### config.mk
export PLATFORM = sky130hd
export DESIGN_NAME = abr_masked_b2a_conv
export DESIGN_NICKNAME = d
export VERILOG_FILES = /design/src/rtl/abr_params_pkg.sv /design/src/rtl/abr_masked_full_adder.sv /design/src/rtl/abr_masked_b2a_conv.sv
export SDC_FILE = /design/constraint.sdc
export NUM_CORES = 1
export LEC_CHECK = 0
export ABC_AREA = 1
export CAP_MARGIN = 20
export CORE_ASPECT_RATIO = 0.8
export CORE_MARGIN = 3
export CORE_UTILIZATION = 64
export DETAILED_ROUTE_END_ITERATION = 10
export GPL_ROUTABILITY_DRIVEN = 1
export PLACE_DENSITY = 0.87
export SLEW_MARGIN = 20
export SYNTH_ARGS = -nofsm -noshare
export SYNTH_HDL_FRONTEND = slang
export SYNTH_HIERARCHICAL = 1
export SYNTH_SLANG_ARGS = --single-unit
### constraint.sdc
create_clock -name clk -period 2.7 [get_ports clk]
set_clock_uncertainty 0.05 [all_clocks]
set_input_delay 0.54 -clock clk [delete_from_list [all_inputs] [get_ports clk]]
set_output_delay 0.54 -clock clk [all_outputs]
set_load 0.02 [all_outputs]
### src/rtl/abr_params_pkg.sv
// Shared parameters and types for the masked A2B/B2A converters.
// ABR_B2A_OUT_REFRESH_EN adds one output refresh stage to the B2A latency.
package abr_params_pkg;

  typedef logic [1:0] share_t;

`ifdef ABR_B2A_OUT_REFRESH_EN
  localparam int ABR_B2A_REFRESH_STAGES = 1;
`else
  localparam int ABR_B2A_REFRESH_STAGES = 0;
`endif

  localparam int ABR_B2A_WIDTH   = 8;
  localparam int ABR_B2A_LATENCY = ABR_B2A_WIDTH + 2 + ABR_B2A_REFRESH_STAGES;

  function automatic int abr_b2a_latency(input int width);
    return width + 2 + ABR_B2A_REFRESH_STAGES;
  endfunction

endpackage

### src/rtl/abr_masked_full_adder.sv
// One-bit masked full adder on 2-share Boolean operands, registered outputs.
// Carry uses maj(x,y,c) = x ^ ((x^y) & (x^c)) with a single masked AND.
module abr_masked_full_adder
  import abr_params_pkg::*;
(
  input  logic   clk,
  input  logic   rst_n,
  input  logic   zeroize,
  input  share_t x,
  input  share_t y,
  input  share_t c_in,
  input  logic   rnd,
  output share_t s,
  output share_t c_out
);

  share_t a, b;
  logic   z0, z1;
  share_t s_d, s_q, c_d, c_q;

  always_comb begin
    a   = x ^ y;
    b   = x ^ c_in;
    // Cross terms are re-masked by the same fresh bit in both shares.
    z0  = (a[0] & b[0]) ^ (a[0] & b[1]) ^ rnd;
    z1  = (a[1] & b[1]) ^ (a[1] & b[0]) ^ rnd;
    s_d = x ^ y ^ c_in;
    c_d = {x[1] ^ z1, x[0] ^ z0};
    if (zeroize) begin
      s_d = '0;
      c_d = '0;
    end
  end

  always_ff @(posedge clk or negedge rst_n) begin
    if (!rst_n) begin
      s_q <= '0;
      c_q <= '0;
    end else begin
      s_q <= s_d;
      c_q <= c_d;
    end
  end

  assign s     = s_q;
  assign c_out = c_q;

endmodule

### src/rtl/abr_masked_b2a_conv.sv
// Boolean-to-arithmetic 2-share converter: a_share0 = x - r, a_share1 = r.
// Optional ABR_B2A_OUT_REFRESH_EN adds a final additive share refresh stage.
module abr_masked_b2a_conv
  import abr_params_pkg::*;
#(
  parameter int WIDTH = 8
) (
  input  logic             clk,
  input  logic             rst_n,
  input  logic             zeroize,
  input  logic             valid_i,
  input  share_t           x [WIDTH-1:0],
  input  logic [WIDTH-1:0] rnd_arith,
  input  logic [WIDTH-1:0] rnd_mask,
  input  logic [WIDTH-1:0] rnd_and,
`ifdef ABR_B2A_OUT_REFRESH_EN
  input  logic [WIDTH-1:0] rnd_refresh,
`endif
  output logic             valid_o,
  output logic [WIDTH-1:0] a_share0,
  output logic [WIDTH-1:0] a_share1
);

  localparam int LB = WIDTH + 2;
  localparam int L  = abr_b2a_latency(WIDTH);

  logic [WIDTH:0][1:0]   carry;
  logic [WIDTH-1:0][1:0] s_raw;
  logic [WIDTH-1:0][1:0] s_al;

  assign carry[0] = 2'b01;

  for (genvar i = 0; i < WIDTH; i++) begin : g_bit
    share_t xs_d [0:i];
    share_t xs_q [0:i];
    share_t ys_d [0:i];
    share_t ys_q [0:i];

    // Index 0 is the capture stage; bit i waits i more cycles for its carry.
    always_comb begin
      xs_d[0] = x[i];
      ys_d[0] = {rnd_mask[i], ~rnd_arith[i] ^ rnd_mask[i]};
      for (int k = 1; k <= i; k++) begin
        xs_d[k] = xs_q[k-1];
        ys_d[k] = ys_q[k-1];
      end
      if (zeroize) begin
        for (int k = 0; k <= i; k++) begin
          xs_d[k] = '0;
          ys_d[k] = '0;
        end
      end
    end

    always_ff @(posedge clk or negedge rst_n) begin
      if (!rst_n) begin
        for (int k = 0; k <= i; k++) begin
          xs_q[k] <= '0;
          ys_q[k] <= '0;
        end
      end else begin
        for (int k = 0; k <= i; k++) begin
          xs_q[k] <= xs_d[k];
          ys_q[k] <= ys_d[k];
        end
      end
    end

    abr_masked_full_adder u_fa (
      .clk     (clk),
      .rst_n   (rst_n),
      .zeroize (zeroize),
      .x       (xs_q[i]),
      .y       (ys_q[i]),
      .c_in    (carry[i]),
      .rnd     (rnd_and[i]),
      .s       (s_raw[i]),
      .c_out   (carry[i+1])
    );

    localparam int D = WIDTH - 1 - i;
    if (D == 0) begin : g_nodeskew
      assign s_al[i] = s_raw[i];
    end else begin : g_deskew
      share_t ds_d [0:D-1];
      share_t ds_q [0:D-1];

      always_comb begin
        ds_d[0] = s_raw[i];
        for (int k = 1; k < D; k++) ds_d[k] = ds_q[k-1];
        if (zeroize) begin
          for (int k = 0; k < D; k++) ds_d[k] = '0;
        end
      end

      always_ff @(posedge clk or negedge rst_n) begin
        if (!rst_n) begin
          for (int k = 0; k < D; k++) ds_q[k] <= '0;
        end else begin
          for (int k = 0; k < D; k++) ds_q[k] <= ds_d[k];
        end
      end

      assign s_al[i] = ds_q[D-1];
    end
  end

  logic [WIDTH-1:0] r_d [0:LB-2];
  logic [WIDTH-1:0] r_q [0:LB-2];
  logic [L-1:0]     vld_d, vld_q;
  logic [WIDTH-1:0] a0_d, a0_q, a1_d, a1_q;

  // The only place the Boolean shares recombine; x - r is uniform here.
  always_comb begin
    for (int i = 0; i < WIDTH; i++) a0_d[i] = s_al[i][0] ^ s_al[i][1];
    r_d[0] = rnd_arith;
    for (int k = 1; k <= LB - 2; k++) r_d[k] = r_q[k-1];
    a1_d  = r_q[LB-2];
    vld_d = {vld_q[L-2:0], valid_i};
    if (zeroize) begin
      a0_d  = '0;
      a1_d  = '0;
      vld_d = '0;
      for (int k = 0; k <= LB - 2; k++) r_d[k] = '0;
    end
  end

  always_ff @(posedge clk or negedge rst_n) begin
    if (!rst_n) begin
      a0_q  <= '0;
      a1_q  <= '0;
      vld_q <= '0;
      for (int k = 0; k <= LB - 2; k++) r_q[k] <= '0;
    end else begin
      a0_q  <= a0_d;
      a1_q  <= a1_d;
      vld_q <= vld_d;
      for (int k = 0; k <= LB - 2; k++) r_q[k] <= r_d[k];
    end
  end

  assign valid_o = vld_q[L-1];

`ifdef ABR_B2A_OUT_REFRESH_EN
  logic [WIDTH-1:0] ref0_d, ref0_q, ref1_d, ref1_q;

  always_comb begin
    ref0_d = a0_q + rnd_refresh;
    ref1_d = a1_q - rnd_refresh;
    if (zeroize) begin
      ref0_d = '0;
      ref1_d = '0;
    end
  end

  always_ff @(posedge clk or negedge rst_n) begin
    if (!rst_n) begin
      ref0_q <= '0;
      ref1_q <= '0;
    end else begin
      ref0_q <= ref0_d;
      ref1_q <= ref1_d;
    end
  end

  assign a_share0 = ref0_q;
  assign a_share1 = ref1_q;
`else
  assign a_share0 = a0_q;
  assign a_share1 = a1_q;
`endif

endmodule

# After elaboration in Yosys (flattened, before gate mapping)

Cells that the tools add are included.

Bits in registers: 328

Muxes and demuxes: 42
Bitwise operators: 117

Operators by type and width:

| kind          | number |
|---|---|
| $mux W72      | 1 |
| $xor A1 B1 Y1 | 58 |
| $mux W14      | 3 |
| $xor A2 B2 Y2 | 21 |
| $mux W10      | 4 |
| $mux W8       | 5 |
| $mux W12      | 3 |
| $mux W2       | 18 |
| $mux W16      | 2 |
| $and A1 B1 Y1 | 28 |
| $mux W6       | 3 |
| $mux W4       | 3 |
| $not A1 Y1    | 10 |

# Longest topological paths before layout

Gate-level depths: netlist (run 1).

Depth in word-level cells: 6
Gate-level depth with buffers: 9
Mapped depth without buffers: 9

# Hierarchy

Netlist (run 1), hierarchy kept.

Modules (own cells, without submodules):

| module                | cells each | area each (sq um) | instances |
|---|---|---|---|
| abr_masked_b2a_conv   | 961        | 10246.1           | 1 |
| abr_masked_full_adder | 42         | 265.3             | 8 |

# Least setup slack after synthesis (run 1)

OpenSTA, ideal clock, no wires.

Path type: reg2reg
Start point: register g_bit[1].xs_q[1] (netlist name)
End point: register g_bit[1].u_fa.c_q[0]
Clock period less this slack: 1072 ps
Data arrival time: 903 ps
Stages on the path, launching flop included: 9
Setup time: 119 ps
Required time: 2531 ps
Slack: 1628 ps
Buffers on the path: 0
Cell sequence: dfrtp_1 inv_2 nand2_1 nand2_2 nand2_2 nand2_1 nand2_1 a21oi_1 nor2_1

Cells in the longest elaborated chain, start to end: 6

RTL lines:

| element                          | RTL line                    | source |
|---|---|---|
| start: declaration               | abr_masked_b2a_conv.sv:35   | `share_t xs_q [0:i];` |
| start signal: indexed assignment | abr_masked_b2a_conv.sv:63   | `xs_q[k] <= xs_d[k];` |
| $xor A2 B2 Y2                    | abr_masked_full_adder.sv:23 | `b = x ^ c_in;` |
| $and A1 B1 Y1                    | abr_masked_full_adder.sv:25 | `z0 = (a[0] & b[0]) ^ (a[0] & b[1]) ^ rnd;` |
| $xor A1 B1 Y1 (2 in series)      | abr_masked_full_adder.sv:25 |  |
| $xor A1 B1 Y1                    | abr_masked_full_adder.sv:28 | `c_d = {x[1] ^ z1, x[0] ^ z0};` |
| $mux W2                          | abr_masked_full_adder.sv:29 | `if (zeroize) begin` |
| via g_bit[1].u_fa.c_d[0]         | abr_masked_full_adder.sv:19 | `share_t s_d, s_q, c_d, c_q;` |
| end signal: assignment           | abr_masked_full_adder.sv:38 | `c_q <= '0;` |
| end signal: assignment           | abr_masked_full_adder.sv:41 | `c_q <= c_d;` |
| end: declaration                 | abr_masked_full_adder.sv:19 |  |

The timed path passes the listed nets, and every way through them passes these cells.

# Worst setup path in the final report (run 1)

Start point: register a0_q[2] (netlist: a_share0[2])
End point: output port a_share0[2]

RTL lines:

| element                  | RTL line                   | source |
|---|---|---|
| start: declaration       | abr_masked_b2a_conv.sv:111 | `logic [WIDTH-1:0] a0_d, a0_q, a1_d, a1_q;` |
| start signal: assignment | abr_masked_b2a_conv.sv:130 | `a0_q <= '0;` |
| start signal: assignment | abr_masked_b2a_conv.sv:135 | `a0_q <= a0_d;` |
| end: declaration         | abr_masked_b2a_conv.sv:20  | `output logic [WIDTH-1:0] a_share0,` |

No word-level cell between the ends.

==> impl_results.md, run 1 <==
* Combinational share of power at under 10%
* Die ar. at about 21,000 um^2
* # IOs at about 60
* Max FO, Critical Path at 1
* Post-Layout Cell Count at ~1,600
* Final TNS setup at 0 ps
* CTS sink cnt at 328
* Cell breakdown of the critical path: clkdlybuf4s50_1
* Core Area at 18,400 um^2
* Cell row count at between 40 and 50
* Max_slew headroom at 66.0%
* N_diodes at 0
* Fin util at 75.6%
* Top Usage Layer GRT: met2
* Crit path DAT at between 1500 and 2000 ps
* Tcrit/Tclk final at about four fifths
* Leak at between 7 and 8 nW
* Hold WC Path Type: in2reg
* CP top delay family: buffers and inverters
* Crit path capture type: output port
* PwrDens at 732 nW/um^2
* CP Buf/Inv Count at 1
* Syn Area/Cell at 9.60 um^2
* First-pass GRT wire length at between 30 and 40 mm
* HP Start: zeroize
* Yosys warnings at 6
* TritonCTS buffer count at 28
* PortBufs at 59
* Later-pin clock latency in the skew report at 530 ps
* Clock root buffer: clkbuf_16
* Final min period at roughly 2100 ps
* Sw frac at approximately 22%
* Crit-path max cell delay at about 630 ps
* CTS tree: done
* GP Congestion at a little under 0.8
* Placed cells at around 1,600
* GRT Overall Usage at approximately 20%
* Fraction of layout cells with a size suffix above 1 at under 10%
* Post-DP HPWL at 11.8 mm
* RSZ-0062 raised after global routing: no
* Sequential share of power at about half
* Max Cap Viol at 0
* Critical path launch point type: register
* Via-to-Cell Ratio at 4.61
* Number of max-slew violations in the final report at 0
* CTS H-tree depth at 1
* Post-CTS Setup Repair Bufs at 0
* Routed via count at approximately 7,500
* GR Layer Usage met1 at 23.6%
* RR Startpoint: g_bit[5].u_fa/c_out[0]
* Worst-Margin Slew at approximately 510 ps
* Psw at ~2.3 mW
* Final instance area at roughly 14,000 um^2
* Clk slew on worst S/H paths at around 70 ps
* Initial Util at about two thirds
* Initial antenna violation count at 0
* R2r setup slk at around 1300 ps
* Grt ovf at 0
* CP startpoint: a_share0[2]
* M2 GR Usage at 39.2%
* Synthesis-to-finish area growth at 14.0%
* First-pass DRT Iterations at 5
* M3 GR Usage at around 3.3%
* Clock power share at 42.8%
* Max clock buf depth at 3
* Residual DRC count at 0
* WS Path Type: reg2out
* Fmax at around 0.47 GHz
* Hold Fails Final Rpt at 0
* CP max stage cell: clkdlybuf4s50_1
* Mapped Area at roughly 12,000 um^2
* Nets@finish at 1,392
* Syn Inst Count at 1,274
* Initial DRC count at ~620
* Placed inst area at about 13,000 um^2
* Die Span Y at approximately 130 um
* Vias in the first global route at around 7,700
* Largest net degree at the start of global routing at 99
* WL final at between 20 and 25 mm
* Drt wl/cell at 12.5 um
* Peak supply drop at ~0.47 mV
* DRT antenna net count at 0
* WP data required at 2110 ps
* Die width at roughly 160 um
* Final setup fails at 0
* Status: complete, no violations
* Internal power at about 8.0 mW
## through the flow
stage                     setup WS [ps]  power [mW]  hold WS (ps)
after floorplan                    1630        5.66           194
after global placement             1040        5.86           385
after detailed placement           1010        5.91           393
after CTS                           575        10.3           342
after global routing                554        10.6           360
final                               584        10.2           345
## path summary, 6_finish.rpt
| kind | end | depth (start not counted) |
|---|---|---|
| max in group asynchronous | vld_q[6] | 3 |
| hold / removal | g_bit[6].g_deskew.ds_q[0] | 2 |
| setup / recovery | a_share0[2] | 1 |
| setup reg to reg | g_bit[6].u_fa/c_out[0] | 9 |
| hold reg to reg | r_q[35] | 2 |
| min in group asynchronous | a_share1[4] | 2 |
## state kept, by name (all words and copies together) (netlist names)
name                 count
r_q                     72
g_bit.u_fa/c_out        14
g_bit.ys_q              72
g_bit.u_fa/s            16
vld_q                   10
a_share0                 8
g_bit.xs_q              72
a_share1                 8
g_bit.g_deskew.ds_q     56
## power groups by stage
| stage | clock (mW) | combinational (mW) | sequential (mW) |
|---|---|---|---|
| after floorplan | 0 | 0.453 | 5.21 |
| after global placement | 0 | 0.653 | 5.21 |
| after detailed placement | 0 | 0.695 | 5.22 |
| after CTS | 4.44 | 0.713 | 5.13 |
| after global routing | 4.64 | 0.812 | 5.14 |
| final | 4.36 | 0.710 | 5.13 |
## final cells by class
type,instances,area [um^2]
Multi-Input combinational cell,579,2340
Fill cell,1152,4500
Tap cell,253,317
Clock buffer,39,843
Timing Repair Buffer,72,776
Clock inverter,12,185
Sequential cell,328,8210
Inverter,339,1270
## routing by layer
metal  wire, um  part of all wire (%)
met1       8020                    40
met4        558                   2.8
met5          0                     0
met2      10900                    54
met3        768                   3.8
## timing repair
item,4_1_cts,5_1_grt
hold buffers,1,0
hold endpoints to repair,44,0
gates resized for setup,0,0
## placed cells by master, fill, tap and decap left out
master	count
a21oi_1	30
buf_12	6
buf_4	6
buf_8	2
bufinv_16	5
clkbuf_1	2
clkbuf_16	29
clkbuf_8	8
clkdlybuf4s50_1	57
clkinv_2	7
conb_1	6
dfrtp_1	328
dlygate4sd3_1	1
inv_1	322
inv_2	17
nand2_1	141
nand2_2	30
nand3_1	28
nor2_1	328
o21ai_0	16
(Power assumes the default switching activity.)
==> run 2, diff against run 1 <==
CORE_UTILIZATION = 59   (was 64)
PLACE_DENSITY = 0.81   (was 0.87)
clock period = 2 ns   (was 2.7 ns; I/O delays follow)
==> impl_results.md, run 2 (same netlist as run 1, synthesis figures left out) <==
* Final TNS setup at 0 ps
* Crit path capture type: output port
* Tot Pwr at ~14 mW
* Levels on crit path at 1
* Die width at ~170 um
* Worst R2R Path Depth at 8
* N_diodes at 0
* Cell breakdown of the critical path: clkdlybuf4s50_1
* Placed cells at 1,585
* Later-pin clock latency in the skew report at between 500 and 600 ps
* Clock root buffer: clkbuf_16
* First-pass DRT Iterations at 4
* RSZ-0062 raised after global routing: no
* Placed inst area at ~13,000 um^2
* Fin util at ~70%
* Number of max-slew violations in the final report at 0
* Grt ovf at 0
* TritonCTS buffer count at 30
* Final setup fails at 0
* Clk slew on worst S/H paths at approximately 60 ps
* CTS H-tree depth at 1
* CTS tree: done
* CP Buf/Inv Count at 1
* WP data required at about 1600 ps
* Status: complete, no violations
* Tcrit/Tclk final at between 90% and 100%
* Crit-path max cell delay at 610 ps
* Worst slack at placement at 462 ps
* Leak at between 7 and 8 nW
* Initial DRC count at roughly 470
* Hold_ws at 194 ps
* Initial Util at ~61%
* Die Span Y at 135 um
* Fmax at just over 0.5 GHz
* PwrDens at 973 nW/um^2
* Initial antenna violation count at 0
* Cell row count at 46
* Max Cap Viol at 0
* GP Congestion at about 0.8
* Crit path DAT at around 1500 ps
* Post-CTS Setup Repair Bufs at 0
* # IOs at roughly 60
* Via-to-Cell Ratio at around 4.5
* WS Path Type: reg2out
* Max clock buf depth at 3
* Critical path launch point type: register
* WL final at ~19 mm
* Final instance area at roughly 14,000 um^2
* DRT antenna net count at 0
* First-pass GRT wire length at 33.2 mm
* GRT Overall Usage at 17.6%
* Drt wl/cell at 11.4 um
* CP max stage cell: clkdlybuf4s50_1
* Hold Path Stages at 2
* Fraction of layout cells with a size suffix above 1 at 8.36%
* Biggest regs: g_bit.xs_q: 72 flops, g_bit.ys_q: 72 flops, r_q: 72 flops
* Most frequent cells in the layout: 328 x nor2_1, 328 x dfrtp_1, 322 x inv_1, 141 x nand2_1, 55 x clkdlybuf4s50_1
* Peak supply drop at 0.742 mV
* Residual DRC count at 0
* Post-Layout Cell Count at 1,640
* Worst Slack Setup Final at around 38 ps
* Largest net degree at the start of global routing at 64
* Vias in the first global route at 7,693
* Die ar. at around 22,000 um^2
* Max FO, Critical Path at 1
* CP top delay family: buffers and inverters
* Hold WC Path Type: in2reg
* PortBufs at 59
* CTS sink cnt at between 300 and 400
* Routed via count at about 7,400
* Synthesis-to-finish area growth at 14.5%
* Post-DP HPWL at 11.6 mm
* Nets@finish at roughly 1,400
* Hold Fails Final Rpt at 0
* Final min period at a little under 2000 ps
* Core Area at approximately 20,000 um^2
run 2: changes by cell type in the layout (fill, tap and decap cells not counted), moves of 2 or more:
| cell | change |
|---|---|
| buf_4 | +3 |
| bufinv_16 | -3 |
| clkinv_2 | -3 |
| clkbuf_1 | +2 |
| clkbuf_8 | +2 |
| clkdlybuf4s50_1 | -2 |
| clkinvlp_4 | +2 |
| dlymetal6s2s_1 | +2 |
run 2: final cells by class:
| type | instances | area, um^2 |
|---|---|---|
| clock inverter | 10 | 120 |
| multi-input combinational | 579 | 2340 |
| tap | 264 | 330 |
| clock buffer | 44 | 903 |
| fill | 1464 | 6090 |
| sequential | 328 | 8210 |
| inverter | 339 | 1270 |
| timing repair buffer | 76 | 823 |
run 2: layer usage:
layer,wire length [um],GRT usage (%),share of wire (%),vias to the layer above
li1,-,-,-,3723
met1,7840,21.7,42,3546
met2,9730,32.3,52,109
met3,660,2.99,3.5,43
met4,515,4.99,2.7,0
met5,0,0,0,-
run 2: path summary, 6_finish.rpt:
check                      slack [ps]                      to        startpoint
min in group asynchronous         310             a_share1[4]             rst_n
hold reg to reg                   390                 r_q[55]           r_q[63]
hold / removal                    190        g_bit[2].xs_q[5]           zeroize
setup / recovery                   40             a_share0[1]       a_share0[1]
max in group asynchronous         890        g_bit[3].xs_q[1]             rst_n
setup reg to reg                  690  g_bit[2].u_fa/c_out[0]  g_bit[2].xs_q[1]
run 2: repair_timing:
item / 4_1_cts / 5_1_grt
hold endpoints to repair: 44 / 0
endpoints found under the setup margin: 0 / 2
hold buffers: 1 / 0
resized for setup: 0 / 2
run 2: power by group:
group / internal (mW) / switching [mW] / leakage, nW
logic: 0.324 / 0.623 / 2.30
clock network: 3.38 / 2.37 / 0.502
registers: 6.84 / 0.0803 / 4.46
total: 10.6 / 3.07 / 7.27
